--- src/rtl/multicycle_ctrl.sv ---
// multicycle_ctrl: multicycle RV32I control FSM (IF/ID/EX/MEM/WB/TRAP) driving datapath strobes and counters.
// Latency: 4 cycles for ALU/branch, 5 for LW/SW, plus one cycle per data-memory wait state.
// Backpressure: IF holds until instr_valid; MEM holds until dmem_ready, optionally trapping after MEM_TIMEOUT waits.
module multicycle_ctrl #(
  parameter int ENABLE_BRANCH_EXT = 0,
  parameter int MEM_TIMEOUT       = 0,
  parameter int CNT_W             = 32
) (
  input  logic             clk,
  input  logic             rst,
  input  logic [31:0]      instr,
  input  logic             instr_valid,
  input  logic             Zero,
  input  logic             LessThan,
  input  logic             dmem_ready,
  output logic             imem_req,
  output logic             PCSrc,
  output logic             ALUSrc,
  output logic             RegWrite,
  output logic             MemToReg,
  output logic             loadPC,
  output logic [3:0]       ALUCtrl,
  output logic             MemRead,
  output logic             MemWrite,
  output logic             illegal_instr,
  output logic             mem_timeout,
  output logic [CNT_W-1:0] cycle_cnt,
  output logic [CNT_W-1:0] instret_cnt,
  output logic [2:0]       state_o
);

  typedef enum logic [2:0] {
    S_IF   = 3'd0,
    S_ID   = 3'd1,
    S_EX   = 3'd2,
    S_MEM  = 3'd3,
    S_WB   = 3'd4,
    S_TRAP = 3'd5
  } state_t;

  localparam logic [6:0] OP_LOAD   = 7'b0000011;
  localparam logic [6:0] OP_STORE  = 7'b0100011;
  localparam logic [6:0] OP_BRANCH = 7'b1100011;
  localparam logic [6:0] OP_IMM    = 7'b0010011;
  localparam logic [6:0] OP_REG    = 7'b0110011;

  localparam logic [3:0] ALU_AND = 4'b0000;
  localparam logic [3:0] ALU_OR  = 4'b0001;
  localparam logic [3:0] ALU_ADD = 4'b0010;
  localparam logic [3:0] ALU_SLT = 4'b0100;
  localparam logic [3:0] ALU_XOR = 4'b0101;
  localparam logic [3:0] ALU_SUB = 4'b0110;
  localparam logic [3:0] ALU_SRL = 4'b1000;
  localparam logic [3:0] ALU_SLL = 4'b1001;
  localparam logic [3:0] ALU_SRA = 4'b1010;

  localparam bit          BR_EXT  = (ENABLE_BRANCH_EXT != 0);
  localparam bit          TO_EN   = (MEM_TIMEOUT > 0);
  // Wait-count value at which the next unanswered MEM cycle trips the timeout.
  localparam logic [31:0] TO_LAST = TO_EN ? 32'(MEM_TIMEOUT - 1) : 32'd0;

  state_t      state_q, state_d;
  logic [31:0] ir;
  logic [31:0] wait_cnt;

  logic [6:0] opcode;
  logic [2:0] funct3;
  logic [6:0] funct7;
  logic       f7_zero, f7_alt;
  logic       is_lw, is_sw, is_br, is_imm, is_reg;
  logic       legal;
  logic       br_taken;
  logic       timeout_hit;
  logic       unused_ir_fields;

  assign opcode  = ir[6:0];
  assign funct3  = ir[14:12];
  assign funct7  = ir[31:25];
  assign f7_zero = (funct7 == 7'b0000000);
  assign f7_alt  = (funct7 == 7'b0100000);

  assign is_lw  = (opcode == OP_LOAD)  && (funct3 == 3'b010);
  assign is_sw  = (opcode == OP_STORE) && (funct3 == 3'b010);
  assign is_br  = (opcode == OP_BRANCH);
  assign is_imm = (opcode == OP_IMM);
  assign is_reg = (opcode == OP_REG);

  // Register and immediate fields belong to the datapath, not the controller.
  assign unused_ir_fields = ^{ir[24:15], ir[11:7]};

  assign timeout_hit = TO_EN && !dmem_ready && (wait_cnt == TO_LAST);
  assign state_o     = state_q;

  // Legality check of the latched instruction word.
  always_comb begin
    legal = 1'b0;
    case (opcode)
      OP_LOAD, OP_STORE: legal = (funct3 == 3'b010);
      OP_BRANCH: begin
        case (funct3)
          3'b000:                 legal = 1'b1;
          3'b001, 3'b100, 3'b101: legal = BR_EXT;
          default:                legal = 1'b0;
        endcase
      end
      OP_IMM: begin
        case (funct3)
          3'b001:  legal = f7_zero;
          3'b101:  legal = f7_zero || f7_alt;
          default: legal = 1'b1;
        endcase
      end
      OP_REG:  legal = f7_zero || (f7_alt && ((funct3 == 3'b000) || (funct3 == 3'b101)));
      default: legal = 1'b0;
    endcase
  end

  // ALU operation and operand select, decoded purely from IR so they are never X.
  always_comb begin
    ALUCtrl = ALU_ADD;
    ALUSrc  = is_lw || is_sw || is_imm;
    if (is_br) begin
      ALUCtrl = ALU_SUB;
    end else if (is_imm || is_reg) begin
      case (funct3)
        3'b000:  ALUCtrl = (is_reg && f7_alt) ? ALU_SUB : ALU_ADD;
        3'b001:  ALUCtrl = ALU_SLL;
        3'b010:  ALUCtrl = ALU_SLT;
        3'b100:  ALUCtrl = ALU_XOR;
        3'b101:  ALUCtrl = f7_alt ? ALU_SRA : ALU_SRL;
        3'b110:  ALUCtrl = ALU_OR;
        3'b111:  ALUCtrl = ALU_AND;
        default: ALUCtrl = ALU_ADD;
      endcase
    end
  end

  // Branch condition from the datapath flags.
  always_comb begin
    br_taken = 1'b0;
    case (funct3)
      3'b000:  br_taken = Zero;
      3'b001:  br_taken = !Zero;
      3'b100:  br_taken = LessThan;
      3'b101:  br_taken = !LessThan;
      default: br_taken = 1'b0;
    endcase
  end

  // Next-state and per-state strobes; imem_req is also gated by reset so every strobe is low in reset.
  always_comb begin
    state_d  = state_q;
    imem_req = 1'b0;
    PCSrc    = 1'b0;
    RegWrite = 1'b0;
    MemToReg = 1'b0;
    loadPC   = 1'b0;
    MemRead  = 1'b0;
    MemWrite = 1'b0;
    case (state_q)
      S_IF: begin
        imem_req = rst;
        if (instr_valid) state_d = S_ID;
      end
      S_ID: state_d = legal ? S_EX : S_TRAP;
      S_EX: state_d = (is_lw || is_sw) ? S_MEM : S_WB;
      S_MEM: begin
        MemRead  = is_lw;
        MemWrite = is_sw;
        if (dmem_ready)       state_d = S_WB;
        else if (timeout_hit) state_d = S_TRAP;
      end
      S_WB: begin
        loadPC   = 1'b1;
        RegWrite = is_reg || is_imm || is_lw;
        MemToReg = is_lw;
        PCSrc    = is_br && br_taken;
        state_d  = S_IF;
      end
      S_TRAP:  state_d = S_TRAP;
      default: state_d = S_IF;
    endcase
  end

  // State register and instruction latch.
  always_ff @(posedge clk or negedge rst) begin
    if (!rst) begin
      state_q <= S_IF;
      ir      <= 32'd0;
    end else begin
      state_q <= state_d;
      if ((state_q == S_IF) && instr_valid) ir <= instr;
    end
  end

  // MEM wait counter: counts unanswered MEM cycles, cleared outside MEM.
  always_ff @(posedge clk or negedge rst) begin
    if (!rst) begin
      wait_cnt <= 32'd0;
    end else if ((state_q == S_MEM) && !dmem_ready) begin
      wait_cnt <= wait_cnt + 32'd1;
    end else begin
      wait_cnt <= 32'd0;
    end
  end

  // Sticky trap causes.
  always_ff @(posedge clk or negedge rst) begin
    if (!rst) begin
      illegal_instr <= 1'b0;
      mem_timeout   <= 1'b0;
    end else begin
      if ((state_q == S_ID) && !legal)      illegal_instr <= 1'b1;
      if ((state_q == S_MEM) && timeout_hit) mem_timeout  <= 1'b1;
    end
  end

  // Performance counters, frozen once trapped; both wrap naturally.
  always_ff @(posedge clk or negedge rst) begin
    if (!rst) begin
      cycle_cnt   <= '0;
      instret_cnt <= '0;
    end else begin
      if (state_q != S_TRAP) cycle_cnt   <= cycle_cnt + CNT_W'(1);
      if (state_q == S_WB)   instret_cnt <= instret_cnt + CNT_W'(1);
    end
  end

endmodule

--- config.mk ---
export PLATFORM = sky130hd
export DESIGN_NAME = multicycle_ctrl
export DESIGN_NICKNAME = d
export VERILOG_FILES = /design/src/rtl/multicycle_ctrl.sv
export SDC_FILE = /design/constraint.sdc
export NUM_CORES = 1
export LEC_CHECK = 0
export ABC_AREA = 1
export BUFFER_PORTS_ARGS = -buffer_cell sky130_fd_sc_hd__buf_2
export CORE_UTILIZATION = 35
export CTS_CLUSTER_SIZE = 20
export DETAILED_ROUTE_END_ITERATION = 10
export PLACE_DENSITY = 0.63
export SLEW_MARGIN = 40
export SYNTH_ARGS = -nofsm -noshare
export SYNTH_HDL_FRONTEND = slang
export SYNTH_SLANG_ARGS = --single-unit
--- constraint.sdc ---
create_clock -name clk -period 4.25 [get_ports clk]
set_input_delay 0.85 -clock clk [delete_from_list [all_inputs] [get_ports clk]]
set_output_delay 0.85 -clock clk [all_outputs]
set_load 0.1 [all_outputs]
==> impl_metrics.env, run 1 <==
export IMPL_synth_warnings=0
export IMPL_nets=790
export IMPL_diodes=0
export IMPL_ir_worst_vdd_uv=217.0
export IMPL_async_flop_share=1.000
export IMPL_start_util=0.3571
export IMPL_finalClockSkew_ps=13.82
export IMPL_p_leak_nw=3.030
export IMPL_status="finished, final reports clean"
export IMPL_synth_area_top_cells="dfrtp_1, nand2_1, nor2_1"
export IMPL_htreeDepth=3
export IMPL_hold_viol=0
export IMPL_grt_use_total=0.1767
export IMPL_rows=43
export IMPL_syn_inst=642
export IMPL_antenna_found_initial=1
export IMPL_cp_max_fo=16
export IMPL_grt_pass1_vias=4218
export IMPL_final_cell_mix="nand2_1, buf_2, dfrtp_1"
export IMPL_dieHeight_um=120.8
export IMPL_drive_above_1_share=0.2199
export IMPL_utilization=0.4293
export IMPL_rsz0062_at_grt="false"
export IMPL_drc=0
export IMPL_gp_congestion=0.8648
export IMPL_finalSetupTns_ps=0
export IMPL_post_place_ws_ps=1464
export IMPL_ys_flop_type="dfrtp_1"
export IMPL_fin_ws_ps=1323
export IMPL_path_common_cell="inv_1"
export IMPL_wirelength_um=11880
export IMPL_worstSetupPathType="reg -> out"
export IMPL_drv_slew=0
export IMPL_vias_per_cell=4.676
export IMPL_cpMaxStageDelayCell="buf_2"
export IMPL_end_kind="primary output"
export IMPL_grt_max_degree=54
export IMPL_cts_hold_buf=0
export IMPL_synth_cell_types=36
export IMPL_crit_arrival_ps=2080
export IMPL_crit_required_ps=3400
export IMPL_postCtsSetupBuffers=0
export IMPL_drt_first_iter_violations=267
export IMPL_reg2regPathDepth=9
export IMPL_clock_latency_ps=350
export IMPL_cts_root_buf="clkbuf_16"
export IMPL_setup_viol=0
export IMPL_maxCapViolations=0
export IMPL_worstSetupStartpointType="flip-flop"
export IMPL_syn_nets=682
export IMPL_dieArea_sq_um=14590
export IMPL_synth_avg_cell_area_sq_um=7.690
export IMPL_hpwl_um=9150
export IMPL_dieWidth_um=120.8
export IMPL_ant_nets=0
export IMPL_num_vias=4372
export IMPL_hp_class="in -> async"
export IMPL_ys_seq_area_frac=0.4308
export IMPL_fin_crit_ps=2927
export IMPL_wl_per_cell_um=12.70
export IMPL_synth_top_area_frac=0.4308
export IMPL_synth_edf_count=0
export IMPL_fin_crit_sh=0.6886
export IMPL_cts_tree="done"
export IMPL_slew_headroom=0.5398
export IMPL_final_common_cell="nand2_1"
export IMPL_tightest_slew_ps=690.3
export IMPL_fmax_mhz=341.7
export IMPL_cp_cell_sequence="inv_1 -> nand3_4 -> inv_1 -> buf_2"
export IMPL_path_clk_slew_ps=70
export IMPL_num_io_pins=119
export IMPL_cts_repair_resized=0
export IMPL_fill_cells=1443
export IMPL_syn_area_sq_um=4937
export IMPL_firstDrtPassIters=4
export IMPL_clockBufferDepth=2
export IMPL_port_buffers=102
export IMPL_syn_to_final_growth_pct=20.22
export IMPL_critPathMaxStageDelay_ps=510
export IMPL_synth_seq_cells=85
export IMPL_holdWs_ps=449.6
export IMPL_grt_pass1_wl_um=20240
export IMPL_yosysTopAreaCell="dfrtp_1"
export IMPL_gr_total_overflow=0
export IMPL_powerDensity_nw_per_um2=515.6
export IMPL_core_area_sq_um=13830
export IMPL_p_total_w=0.003060
export IMPL_cts_sinks=85
export IMPL_cts_buffers=9
==> layer usage <==
metal  vias up  global-route usage  wire, um
li1       2245                   -         -
met1      2021              0.2389      5852
met2        93              0.2766      5254
met3        13             0.04623       595
met4         0             0.05247       171
met5         -                   0         0
==> state kept, by name, summed over array words and instances, names as in the netlist <==
signal and cells:
illegal_instr 1, cycle_cnt 32, state_o 3, instret_cnt 32, ir 17
==> cell usage after synthesis, types with 2 or more instances <==
| cell | instances |
|---|---|
| inv_1 | 74 |
| nand2_1 | 191 |
| mux2_2 | 10 |
| ha_1 | 2 |
| and3_1 | 2 |
| nor3_1 | 24 |
| nand3_1 | 31 |
| nor3_2 | 5 |
| a21oi_1 | 11 |
| nand2_2 | 5 |
| xor2_1 | 30 |
| a31oi_1 | 2 |
| nand3b_1 | 5 |
| nor2_1 | 81 |
| nand4_1 | 18 |
| buf_2 | 3 |
| nor4_4 | 2 |
| xnor2_1 | 16 |
| dfrtp_1 | 85 |
| clkbuf_1 | 2 |
| inv_2 | 4 |
| nor2_2 | 6 |
| nand3_2 | 4 |
| nor2_4 | 6 |
| buf_4 | 2 |
| o21ai_1 | 5 |
| o21ai_0 | 7 |
==> power breakdown <==
part | internal, W | switching [W]
logic | 0.000252 | 0.000952
clock network | 0.000413 | 0.000333
registers | 0.000958 | 0.000152
total | 0.00162 | 0.00144
==> worst paths after layout <==
path | start | to | slack (ps)
setup / recovery | state_o[0] | loadPC | 1320
hold / removal | rst | cycle_cnt[27] | 450
setup reg to reg | state_o[0] | instret_cnt[19] | 2460
hold reg to reg | illegal_instr | illegal_instr | 460
max in group asynchronous | rst | instret_cnt[0] | 2740
min in group clk | illegal_instr | illegal_instr | 460
==> critical path, delay by kind of cell, from the launching register on <==
family | cells | cell delay (ps)
buf+inv | 3 | 1060
flops | 1 | 410
simple gates | 1 | 250
==> metrics by stage <==
step                      area (sq um)  std cells
after floorplan                   4942        642
after global placement            5658        919
after detailed placement          5658        919
after CTS                         5936        935
after global routing              5936        935
final                             5936        935
==> cell families (layout without fill, tap and decap cells) <==
| family | Yosys count | after routing | synth area share |
|---|---|---|---|
| adder cells (fa/ha/maj) | 2 | 2 | 0.005068 |
| AND/OR/NAND/NOR | 385 | 385 | 0.3609 |
| AO/OA/AOI/OAI | 27 | 27 | 0.02889 |
| XOR/XNOR | 46 | 46 | 0.08160 |
| multiplexers | 11 | 11 | 0.02509 |
| buffers and inverters | 85 | 198 | 0.06690 |
| other | 1 | 1 | 0.0007595 |
| flip-flops | 85 | 85 | 0.4308 |
==> layout make-up <==
| class | count | area [sq um] | share of cell area |
|---|---|---|---|
| Tap cell | 180 | 225.2 | 0.03794 |
| Multi-Input combinational cell | 472 | 2485 | 0.4186 |
| Timing Repair Buffer | 104 | 528.0 | 0.08895 |
| Sequential cell | 85 | 2127 | 0.3583 |
| Clock inverter | 5 | 35.03 | 0.005902 |
| Clock buffer | 11 | 242.7 | 0.04089 |
| Inverter | 78 | 292.8 | 0.04933 |
Power figures use the tool's default switching activity.
==> run 2: changes to the inputs <==
- clock period: 4.25 -> 2.7 ns (I/O delays scaled with it)
==> impl_metrics.env, run 2 (same netlist as run 1, synthesis figures left out) <==
export IMPL_wl_per_cell_um=12.83
export IMPL_rsz0062_at_grt="false"
export IMPL_firstDrtPassIters=4
export IMPL_clockBufferDepth=2
export IMPL_fin_crit_ps=2538
export IMPL_grt_pass1_wl_um=20310
export IMPL_end_kind="primary output"
export IMPL_cts_sinks=85
export IMPL_cts_root_buf="clkbuf_16"
export IMPL_dieWidth_um=120.8
export IMPL_gp_congestion=0.8413
export IMPL_status="finished, final reports clean"
export IMPL_fin_crit_sh=0.9401
export IMPL_cp_cell_sequence="inv_1 -> nand3_1 -> nor2_1 -> nand2_1 -> a21oi_4 -> buf_2"
export IMPL_p_total_w=0.004925
export IMPL_nets=793
export IMPL_ir_worst_vdd_uv=540.4
export IMPL_stdcell_count=937
export IMPL_diodes=0
export IMPL_crit_arrival_ps=2000
export IMPL_dieHeight_um=120.8
export IMPL_final_common_cell="nand2_1"
export IMPL_cts_tree="done"
export IMPL_core_area_sq_um=13830
export IMPL_cp_max_fo=6
export IMPL_powerDensity_nw_per_um2=817.2
export IMPL_num_vias=4420
export IMPL_rows=43
export IMPL_drive_above_1_share=0.2285
export IMPL_p_leak_nw=3.052
export IMPL_worstSetupPathType="reg -> out"
export IMPL_hold_viol=0
export IMPL_dieArea_sq_um=14590
export IMPL_maxCapViolations=0
export IMPL_tightest_slew_ps=591.4
export IMPL_worstSetupStartpointType="flip-flop"
export IMPL_cts_hold_buf=0
export IMPL_drc=0
export IMPL_path_clk_slew_ps=60
export IMPL_cts_buffers=9
export IMPL_port_buffers=102
export IMPL_ant_nets=0
export IMPL_grt_use_total=0.1773
export IMPL_start_util=0.3571
export IMPL_hp_class="in -> async"
export IMPL_vias_per_cell=4.717
export IMPL_dpl_cell_count=922
export IMPL_finalClockSkew_ps=7.803
export IMPL_reg2regPathDepth=10
export IMPL_timing_rr_end="instret_cnt[19]"
export IMPL_reg_top3="cycle_cnt (32), instret_cnt (32), ir (17)"
export IMPL_gr_total_overflow=0
export IMPL_syn_to_final_growth_pct=22.07
export IMPL_drt_first_iter_violations=163
export IMPL_critPathMaxStageDelay_ps=440
export IMPL_final_cell_mix="nand2_1, buf_2, dfrtp_1"
export IMPL_drv_slew=0
export IMPL_antenna_found_initial=0
export IMPL_htreeDepth=3
export IMPL_fmax_mhz=394.0
export IMPL_num_io_pins=119
export IMPL_clock_latency_ps=340
export IMPL_reg2reg_slack_ps=820
export IMPL_wirelength_um=12020
export IMPL_hpwl_um=9242
export IMPL_cpMaxStageDelayCell="dfrtp_1"
export IMPL_slew_headroom=0.6057
export IMPL_crit_required_ps=2160
export IMPL_reg2reg_from="state_o[1]"
export IMPL_grt_max_degree=46
export IMPL_setup_viol=0
export IMPL_grt_pass1_vias=4202
-- run 2: cell types whose count changed in the layout (fill, tap and decap cells not counted), moves of 2 or more --
cell and delta:
buf_2 -2, nor2_4 +3, a21oi_1 -2, nor2_1 -4, buf_4 +4
-- run 2: repair_timing --
| action | CTS | global route |
|---|---|---|
| buffers inserted | 0 | 0 |
| resized for setup | 0 | 2 |
| setup endpoints to repair | 0 | 1 |
-- run 2: power by group --
group | total (W) | internal [W] | switching, W
Clock | 0.00121 | 0.000712 | 0.000497
Combinational | 0.00197 | 0.000431 | 0.00154
Sequential | 0.00175 | 0.00151 | 0.000240
-- run 2: area by class of cell --
type                       instances  area, sq um
clock inverter                     4        48.80
inverter                          78        292.8
sequential                        85         2127
tap                              180        225.2
timing repair buffer             107        568.0
fill                            1438         7800
clock buffer                      11        232.7
multi-input combinational        472         2532
-- run 2: layer usage --
metal  global-route usage  wire length, um  vias up
li1                     -                -     2250
met1               0.2268             5528     2056
met2               0.2956             5815       98
met3              0.02877              449       16
met4              0.07562              225        0
met5                    0                0        -
-- run 2: how the worst max path moves through the flow --
stage	cells after the start	to	start
2_1_floorplan	2	PCSrc	state_o[2]
3_3_place_gp	8	ALUCtrl[2]	ir[3]
3_5_place_dp	8	ALUCtrl[2]	ir[3]
4_1_cts	8	ALUCtrl[2]	ir[3]
5_1_grt	8	ALUCtrl[2]	ir[3]
6_report	6	RegWrite	ir[12]
-- run 2: critical path, delay by kind of cell, from the launching register on --
kind                   cells  cell delay, ps
AND/OR/NAND/NOR            3             510
flip-flops                 1             440
AO/OA/AOI/OAI              1             160
buffers and inverters      2             550
-- run 2: stage by stage --
stage	util	instance area, sq um	TNS, ps	setup WS, ps	hold slack (ps)
floorplan	-	4991	-61.21	-44.35	244.4
global placement	0.4153	5743	0	423.8	449.6
detailed placement	0.4153	5743	0	425.9	456.1
CTS	0.4357	6025	0	44.03	294.4
global route	0.4359	6027	0	34.02	332.1
finish	0.4359	6027	0	161.8	269.3
==> run 3: changes to the inputs <==
- BUFFER_PORTS_ARGS: -buffer_cell sky130_fd_sc_hd__buf_2 -> not set
- DONT_BUFFER_PORTS: not set -> 1
- PLACE_DENSITY: 0.63 -> 0.56
==> impl_metrics.env, run 3 (same netlist as run 1, synthesis figures left out) <==
export IMPL_status="finished, final reports clean"
export IMPL_hp_class="in -> async"
export IMPL_crit_required_ps=2160
export IMPL_place_area_sq_um=5844
export IMPL_num_io_pins=119
export IMPL_stdcell_count=912
export IMPL_fin_crit_ps=2543
export IMPL_nets=767
export IMPL_syn_to_final_growth_pct=25.27
export IMPL_cp_cell_sequence="nor2_1 -> nand2_1 -> inv_1 -> nand3_1 -> a31oi_1 -> nand2_1 -> nand2_1 -> buf_4"
export IMPL_drv_slew=0
export IMPL_fin_ws_ps=157.2
export IMPL_drc=0
export IMPL_wirelength_um=12620
export IMPL_ir_worst_vdd_uv=509.0
export IMPL_drt_first_iter_violations=226
export IMPL_grt_use_total=0.1837
export IMPL_finalClockSkew_ps=7.412
export IMPL_final_cell_mix="nand2_1, dfrtp_1, nor2_1"
export IMPL_rsz0062_at_grt="false"
export IMPL_fill_cells=1398
export IMPL_antenna_found_initial=0
export IMPL_powerDensity_nw_per_um2=817.2
export IMPL_maxCapViolations=0
export IMPL_port_buffers=0
export IMPL_num_vias=4424
export IMPL_worstSetupStartpointType="flip-flop"
export IMPL_dpl_cell_count=895
export IMPL_reg_top3="cycle_cnt (32), instret_cnt (32), ir (17)"
export IMPL_critPathMaxStageDelay_ps=380
export IMPL_firstDrtPassIters=5
export IMPL_path_clk_slew_ps=60
export IMPL_vias_per_cell=4.851
export IMPL_fmax_mhz=393.3
export IMPL_crit_arrival_ps=2000
export IMPL_cts_root_buf="clkbuf_16"
export IMPL_dieHeight_um=120.8
export IMPL_cp_max_fo=4
export IMPL_postCtsSetupBuffers=0
export IMPL_final_common_cell="nand2_1"
export IMPL_start_util=0.3571
export IMPL_p_total_w=0.005054
export IMPL_cts_sinks=85
export IMPL_cts_repair_resized=0
export IMPL_core_area_sq_um=13830
export IMPL_worstSetupPathType="reg -> out"
export IMPL_reg2reg_slack_ps=780
export IMPL_final_cell_area_sq_um=6185
export IMPL_end_kind="primary output"
export IMPL_seq_area_sq_um=2130
export IMPL_htreeDepth=3
export IMPL_grt_pass1_wl_um=20730
export IMPL_dieArea_sq_um=14590
export IMPL_drive_above_1_share=0.2090
export IMPL_dieWidth_um=120.8
export IMPL_cts_tree="done"
export IMPL_tightest_slew_ps=513.7
export IMPL_ant_nets=0
export IMPL_p_leak_nw=2.985
export IMPL_rows=43
export IMPL_slew_headroom=0.6575
export IMPL_post_place_ws_ps=512.3
export IMPL_path_common_cell="nand2_1"
export IMPL_clock_latency_ps=350
export IMPL_diodes=0
export IMPL_grt_pass1_vias=4267
export IMPL_gr_total_overflow=0
export IMPL_wl_per_cell_um=13.84
export IMPL_clockBufferDepth=2
export IMPL_fin_crit_sh=0.9418
export IMPL_multi_input_area_sq_um=2535
export IMPL_finalSetupTns_ps=0
export IMPL_hpwl_um=9485
export IMPL_cpMaxStageDelayCell="dfrtp_1"
export IMPL_cts_buffers=9
export IMPL_setup_viol=0
export IMPL_grt_max_degree=86
export IMPL_gp_congestion=0.8722
export IMPL_hold_viol=0
==> run 3: area by class of cell <==
cell class                      instances  area share
Clock buffer                           12     0.04309
Clock inverter                          4    0.007283
Inverter                               78     0.04734
Multi-Input combinational cell        472      0.4099
Sequential cell                        85      0.3443
Tap cell                              180     0.03642
Timing Repair Buffer                   81      0.1117
==> run 3: repair_timing <==
| action | in CTS | in global routing |
|---|---|---|
| hold buffers | 1 | 0 |
| endpoints found under the setup margin | 0 | 0 |
| endpoints found under the hold margin | 85 | 0 |
==> run 3: worst paths after layout <==
kind / from / endpoint / depth (start not counted)
worst min-delay path: rst / cycle_cnt[23] / 1
worst min register to register: cycle_cnt[21] / cycle_cnt[21] / 2
max in group asynchronous: rst / ir[13] / 1
min in group clk: instr[27] / ir[27] / 1
worst max-delay path: ir[3] / ALUCtrl[2] / 8
worst max register to register: state_o[0] / instret_cnt[18] / 10
==> run 3: layer usage <==
metal,global-route usage,up-vias,part of all wire
met2,0.2895,113,0.46
met3,0.04953,14,0.064
met5,0,-,0
met4,0.07176,0,0.014
li1,-,2196,-
met1,0.2393,2101,0.46
==> run 3: power breakdown <==
| group | total, W | switching, W | leakage, nW | internal, W |
|---|---|---|---|---|
| combinational | 0.00202 | 0.00156 | 1.71 | 0.000461 |
| clock | 0.00131 | 0.000519 | 0.158 | 0.000788 |
| sequential | 0.00173 | 0.000223 | 1.11 | 0.00151 |
| total | 0.00505 | 0.00230 | 2.98 | 0.00276 |
==> run 3: critical path, delay by kind of cell, from the launching register on <==
| family | cells | cell delay [ps] |
|---|---|---|
| DFF | 1 | 380 |
| buffers and inverters | 2 | 410 |
| and+or+nand+nor | 5 | 610 |
| AOI/OAI and AO/OA | 1 | 270 |
==> run 3: through the flow <==
| step | util | hold slack (ps) |
|---|---|---|
| 5_1_grt | 0.4473 | 114.8 |
| 6_report | 0.4473 | 71.25 |
| 4_1_cts | 0.4472 | 117.7 |
| 3_3_place_gp | 0.4226 | 246.1 |
| 3_5_place_dp | 0.4227 | 246.3 |
| 2_1_floorplan | - | 244.4 |
